`config.mk`:
```
export PLATFORM = sky130hd
export DESIGN_NAME = down_timer
export DESIGN_NICKNAME = d
export VERILOG_FILES = /design/src/rtl/down_timer.sv
export SDC_FILE = /design/constraint.sdc
export NUM_CORES = 1
export LEC_CHECK = 0
export ABC_AREA = 1
export CORE_AREA = 4 4 41 43
export CTS_CLUSTER_DIAMETER = 100
export CTS_CLUSTER_SIZE = 14
export DETAILED_ROUTE_END_ITERATION = 16
export DIE_AREA = 0 0 45 47
export GPL_TIMING_DRIVEN = 0
export PLACE_DENSITY = 0.8
export REMOVE_ABC_BUFFERS = 1
export SLEW_MARGIN = 10
export SYNTH_ARGS = -nofsm -noshare
export SYNTH_HDL_FRONTEND = slang
export SYNTH_SLANG_ARGS = --single-unit
```
`constraint.sdc`:
```
create_clock -name Clock -period 1.82 [get_ports Clock]
set_input_delay 0.364 -clock Clock [delete_from_list [all_inputs] [get_ports Clock]]
set_output_delay 0.364 -clock Clock [all_outputs]
set_load 0.02 [all_outputs]
```
`src/rtl/down_timer.sv`:
```
// down_timer: loadable down-counter with one-shot and auto-reload modes.
//
// Ports:
//   Clock  - rising-edge clock for all state
//   Resetn - asynchronous active-low reset
//   Enable - count qualifier; only counting edges need it
//   Load   - writes D into the reload register and into Q, returns to IDLE
//   D      - load value
//   Start  - begins a countdown from the reload register (ignored while running)
//   Mode   - 0 = one-shot, 1 = auto-reload
//   Q      - current count, registered
//   Tc     - single-cycle terminal-count pulse, registered
//   Busy   - high while counting
//   Done   - high once a one-shot countdown has finished
module down_timer #(
   parameter int unsigned WIDTH = 3
) (
   input  logic             Clock,
   input  logic             Resetn,
   input  logic             Enable,
   input  logic             Load,
   input  logic [WIDTH-1:0] D,
   input  logic             Start,
   input  logic             Mode,
   output logic [WIDTH-1:0] Q,
   output logic             Tc,
   output logic             Busy,
   output logic             Done
);

   localparam logic [1:0] StIdle = 2'd0;
   localparam logic [1:0] StRun  = 2'd1;
   localparam logic [1:0] StDone = 2'd2;

   logic [1:0]       state_q, state_d;
   logic [WIDTH-1:0] q_q, q_d;
   logic [WIDTH-1:0] rld_q, rld_d;
   logic             tc_q, tc_d;

   always_comb begin
      state_d = state_q;
      q_d     = q_q;
      rld_d   = rld_q;
      tc_d    = 1'b0;   // Tc is a pulse: it drops on every edge that does not re-raise it

      if (Load) begin
         rld_d   = D;
         q_d     = D;
         state_d = StIdle;
      end else if (Start && (state_q != StRun)) begin
         if (rld_q != '0) begin
            q_d     = rld_q;
            state_d = StRun;
         end else begin
            // A zero reload finishes immediately rather than wrapping.
            q_d     = '0;
            state_d = StDone;
            tc_d    = 1'b1;
         end
      end else if ((state_q == StRun) && Enable) begin
         if (q_q == '0) begin
            // Only reached in auto-reload: the zero cycle completes the Rld+1 period.
            if (Mode) begin
               q_d = rld_q;
            end else begin
               state_d = StDone;
            end
         end else if (q_q == WIDTH'(1)) begin
            q_d  = '0;
            tc_d = 1'b1;
            if (!Mode) begin
               state_d = StDone;
            end
         end else begin
            q_d = q_q - WIDTH'(1);
         end
      end
   end

   always_ff @(posedge Clock or negedge Resetn) begin
      if (!Resetn) begin
         state_q <= StIdle;
         q_q     <= '0;
         rld_q   <= '0;
         tc_q    <= 1'b0;
      end else begin
         state_q <= state_d;
         q_q     <= q_d;
         rld_q   <= rld_d;
         tc_q    <= tc_d;
      end
   end

   assign Q    = q_q;
   assign Tc   = tc_q;
   assign Busy = (state_q == StRun);
   assign Done = (state_q == StDone);

endmodule

```
==> metrics.md, run 1 <==
| Metric | Value |
|---|---|
| Clock Skew | `0.00770 ns` |
| Die height | `47 um` |
| CTS Buffer Depth | `2` |
| Die W | `45 um` |
| DR iter-0 viols | `5` |
| Core area | `1300 um2` |
| Vias in the first global route | `508` |
| Critical-path top delay cell | `clkdlybuf4s50_1` |
| Arr. time, crit path | `between 1 and 1.5 ns` |
| Slew @ Worst Pin | `0.453 ns` |
| Ys Warns | `0` |
| Worst Setup End Kind | `primary output` |
| DRT antenna net count | `0` |
| Final #Nets | `111` |
| Post-layout min period | `1.75 ns` |
| RSZ-0062 raised after global routing | `no` |
| TritonCTS clock tree | `done` |
| Drt drc | `0` |
| Cts hold-fix bufs | `0` |
| Site Rows | `13` |
| Seq/Total Area, Yosys | `38.4%` |
| Syn_area_per_cell | `roughly 7.2 um2` |
| Slew Viols, Final | `0` |
| CTS Buf Count | `3` |
| Clk sink count | `9` |
| Final hold slack | `approximately 0.41 ns` |
| Top Metal Used | `met4` |
| Pwr Density | `885 nW/um2` |
| First-pass GRT wire length | `2100 um` |
| Post-layout worst setup margin | `0.0652 ns` |
| Hold WC Path Type | `input pin to asynchronous set/reset pin` |
| Final setup violation count | `0` |
| Max Cap Viol | `0` |
| Antenna violations before repair | `0` |
| CP Max Fanout | `3` |
| FF+latch count, synth | `9` |
| Final instance area | `759 um2` |
| Setup TNS Final | `0 ns` |
| Tcrit/Tclk final | `a little over nine tenths` |
| CTS root buf | `clkbuf_4` |
| Ratio of cells with drive above 1 in the final layout | `11.2%` |
| # IOs | `15` |
| Post-DP HPWL | `947 um` |
| Largest net degree at the start of global routing | `13` |
| Clk pin slew, worst setup/hold paths | `0.07 ns` |
| M1 WL | `514 um` |
| Total Routing Usage GR | `roughly 14%` |
| Die Area | `2120 um2` |
| Initial core utilization | `between 40% and 50%` |
| Layout Cells excl Fill | `roughly 110` |
| Mapped Cells | `81` |
| Cell Area, Placed | `around 730 um2` |
| Metal2 WL | `546 um` |
| FMAX | `570 MHz` |
| Buffers on Ports | `14` |
| Post-Place Worst Slack | `0.181 ns` |
| Area grow syn2layout | `29.4%` |
| DRT Pass-1 Iters | `4` |
| Post-Place Cells | `109` |
| Gr ovfl total | `0` |
| H-tree levels | `1` |
| Status | `finished clean` |
| Count of cell types in the netlist | `16` |
| Critical path type | `register to primary output` |
| Worst EP required | `~1.5 ns` |
| Worst path max stage delay | `0.60 ns` |
| VDD IR max | `0.000556 V` |
| Worst path cell trace | `nor2_1 -> clkdlybuf4s50_1` |
| Wire per inst | `about 10 um` |
| Post-Syn Area | `587 um2` |
| Routability cong. | `slightly above 0.8` |
| Vias per cell | `just under 5` |
| Vias post-DR | `roughly 560` |
| Worst Setup Start Kind | `register` |
| Pleak | `between 0.0003 and 0.0004 uW` |
| Worst-skew pair later-pin latency | `~0.27 ns` |
| Final wirelength | `about 1200 um` |
| Met3 routed WL | `83 um` |
| Hold Violations, Final | `0` |
| Max transition margin | `~70%` |
| Antenna Cells | `0` |
[cells in the final DEF (no fill, tap or decap)]
cell,synthesis,layout
a21oi_1,1,1
a21oi_4,1,1
a31oi_1,1,1
clkbuf_1,0,1
clkbuf_4,0,3
clkdlybuf4s50_1,0,13
dfrtp_1,9,9
dlygate4sd2_1,0,1
ha_1,3,3
inv_1,10,10
inv_2,3,3
nand2_1,26,26
nand2_2,1,1
nand2_4,2,2
nand3_1,7,7
nand4_1,1,1
nor2_1,10,10
nor2_4,1,1
o21ai_0,4,4
[critical path, delay by kind of cell, from the launching register on]
| family | cells | cell delay, ns |
|---|---|---|
| simple gates | 1 | 0.11 |
| buf+inv | 1 | 0.60 |
| flops | 1 | 0.42 |
[path summary, 6_finish.rpt]
check / start / to / slack [ns] / cells after the start
max: state_q[0] / Done / 0.07 / 2
min: Resetn / Tc / 0.41 / 1
max reg2reg: Q[0] / state_q[0] / 0.47 / 7
min reg2reg: Q[1] / Q[1] / 0.52 / 2
max in group asynchronous: Resetn / rld_q[1] / 1.10 / 1
min in group Clock: Q[1] / Q[1] / 0.52 / 2
[registers in the layout, summed over array words and instances (netlist names)]
name and cells:
Tc 1, Q 3, rld_q 3, state_q 2
[per-stage QoR]
step	util, %	power (uW)
floorplan	-	419
global placement	56.4	511
detailed placement	56.4	519
CTS	58.4	679
global route	58.4	731
finish	58.4	672
[layout make-up]
class | instances | area, um2
flip-flops and latches | 9 | 225
fillers | 141 | 542
inverters | 13 | 48.8
multi-input cells | 58 | 302
repair buffers | 14 | 139
clock buffers | 4 | 26.3
well taps | 15 | 18.8
[routing by layer]
layer	track usage, %	up-vias
met5	0	-
met4	7.02	0
met3	3.45	2
met2	24.3	15
met1	16.0	255
li1	-	284
[kinds of logic after synthesis]
group	after synthesis	share of synthesized area (%)
simple gates	48	36.9
compound gates	7	8.10
fa+ha+maj	3	6.40
flops	9	38.4
buf+inv	14	10.2
[repair_timing]
action | in CTS | in global routing
gates resized for setup | 1 | 0
buffers inserted | 0 | 0
setup endpoints to repair | 1 | 0
[cell usage after synthesis]
master   count  area, um2
inv_1       10       37.5
o21ai_0      4       20.0
nor2_1      10       37.5
ha_1         3       37.5
dfrtp_1      9        225
a31oi_1      1       6.26
buf_6        1       11.3
nand2_4      2       22.5
inv_2        3       11.3
nor2_4       1       11.3
a21oi_1      1       5.00
nand2_2      1       6.26
nand3_1      7       35.0
nand2_1     26       97.6
nand4_1      1       6.26
a21oi_4      1       16.3
[report_power, final]
group / switching [uW] / total (uW) / internal, uW
Clock: 77.3 / 162 / 84.7
Sequential: 23.1 / 250 / 227
Combinational: 152 / 260 / 108
Total: 252 / 672 / 420
Note: power is estimated with default switching activity, not from simulation.
==> inputs of run 2 (changes only) <==
Settings changed: PLACE_DENSITY 0.8 to not set, PLACE_DENSITY_LB_ADDON set to 0.1.
==> metrics.md, run 2 (synthesis results as in run 1) <==
| Metric | Value |
|---|---|
| Status | `finished clean` |
| Vias post-DR | `516` |
| Critical path type | `register to primary output` |
| TritonCTS clock tree | `done` |
| Pwr Density | `874 nW/um2` |
| Gr ovfl total | `0` |
| Worst-skew pair later-pin latency | `0.26 ns` |
| GR met2 Demand/Resource | `19.8%` |
| Final #Nets | `111` |
| Post-Place Cells | `roughly 110` |
| Die W | `45 um` |
| Slew @ Worst Pin | `between 0.4 and 0.5 ns` |
| Core area | `1300 um2` |
| Post-DP HPWL | `between 800 and 900 um` |
| Site Rows | `13` |
| FILL cells | `134` |
| H-tree levels | `1` |
| FMAX | `565 MHz` |
| Area grow syn2layout | `29.4%` |
| Die Area | `2120 um2` |
| Die height | `47 um` |
| CTS root buf | `clkbuf_4` |
| CTS Buffer Depth | `2` |
| Worst Setup End Kind | `primary output` |
| Seq. cell area | `225 um2` |
| CP Max Fanout | `3` |
| RSZ-0062 raised after global routing | `no` |
| Buffers on Ports | `14` |
| Most frequent cells in the layout | `nand2_1 (26), clkdlybuf4s50_1 (13), inv_1 (10), nor2_1 (10), dfrtp_1 (9)` |
| Arr. time, crit path | `between 1 and 1.5 ns` |
| Commonest non-fill, non-tap cell in the layout | `nand2_1` |
| Initial core utilization | `45.1%` |
| Hold Violations, Final | `0` |
| Multi-input gate area | `302 um2` |
| Max Cap Viol | `0` |
| # IOs | `15` |
| Hold WC Path Type | `input pin to asynchronous set/reset pin` |
| Largest net degree at the start of global routing | `13` |
| Wire per inst | `9.81 um` |
| GR Util met3 | `under 10%` |
| DR iter-0 viols | `4` |
| Vias in the first global route | `454` |
| Ratio of cells with drive above 1 in the final layout | `approximately 11%` |
| Worst Setup Start Kind | `register` |
| Antenna violations before repair | `0` |
| Total Routing Usage GR | `approximately an eighth` |
| GR peak layer | `met2` |
| Worst EP required | `between 1 and 1.5 ns` |
| DRT antenna net count | `0` |
| Antenna Cells | `0` |
| DRT Pass-1 Iters | `4` |
| VDD IR max | `0.000478 V` |
| Routability cong. | `0.801` |
| Setup TNS Final | `0 ns` |
| Clk sink count | `9` |
| CTS Buf Count | `3` |
| Final wirelength | `1110 um` |
| Drt drc | `0` |
| First-pass GRT wire length | `1860 um` |
| Clk pin slew, worst setup/hold paths | `0.06 ns` |
| Post-layout min period | `1.77 ns` |
| Clock Skew | `0.000350 ns` |
| Final setup violation count | `0` |
| Max transition margin | `71.9%` |
| Slew Viols, Final | `0` |
| Pleak | `between 0.0003 and 0.0004 uW` |
| Layout Cells excl Fill | `113` |
| Vias per cell | `approximately 4.6` |
| Tcrit/Tclk final | `a little over nine tenths` |
| Met1 Track Usage GR | `15.0%` |
[run 2: cell counts in the layout (fill, tap and decap cells not counted)]
No cell type changed its count.
[run 2: cell type report]
| type | count | share of cell area (%) |
|---|---|---|
| Multi-Input combinational cell | 58 | 39.7 |
| Sequential cell | 9 | 29.7 |
| Timing Repair Buffer | 14 | 18.3 |
| Inverter | 13 | 6.43 |
| Clock buffer | 4 | 3.46 |
| Tap cell | 15 | 2.47 |
[run 2: worst paths after layout]
| kind | from | to | slack [ns] | cells past startpoint |
|---|---|---|---|---|
| worst max register to register | Q[0] | Q[2] | 0.46 | 9 |
| max in group asynchronous | Resetn | Q[2] | 1.12 | 1 |
| min in group Clock | Q[1] | Q[1] | 0.52 | 2 |
| worst min register to register | Q[1] | Q[1] | 0.52 | 2 |
| worst max-delay path | state_q[0] | Done | 0.05 | 2 |
| worst min-delay path | Resetn | Q[0] | 0.40 | 1 |
[run 2: through the flow]
stage / util [%] / worst slack, ns / instance area [um2] / power (uW) / hold slack, ns
global route: 58.4 / 0.00320 / 759 / 711 / 0.428
floorplan: - / 0.489 / 576 / 419 / 0.0684
global placement: 56.4 / 0.187 / 734 / 514 / 0.495
finish: 58.4 / 0.0516 / 759 / 664 / 0.404
CTS: 58.4 / 0.0402 / 759 / 671 / 0.414
detailed placement: 56.4 / 0.183 / 734 / 516 / 0.501
[run 2: repair_timing]
item / 4_1_cts / 5_1_grt
hold buffers: 0 / 0
buffers inserted: 0 / 0
gates resized for setup: 1 / 0
endpoints found under the setup margin: 1 / 0
[run 2: where the power goes]
part | switching (uW) | total [uW] | internal (uW)
clock | 70.9 | 155 | 84.6
sequential | 22.1 | 250 | 227
combinational | 152 | 259 | 107
total | 245 | 664 | 419
[run 2: critical path: stages (launching register included)]
cell             delay, ns
dfrtp_1               0.41
nor2_1                0.12
clkdlybuf4s50_1       0.61
[run 2: layer usage]
metal  wire length, um  vias up
li1                  -      284
met1               508      217
met2               512       11
met3                70        4
met4                17        0
met5                 0        -
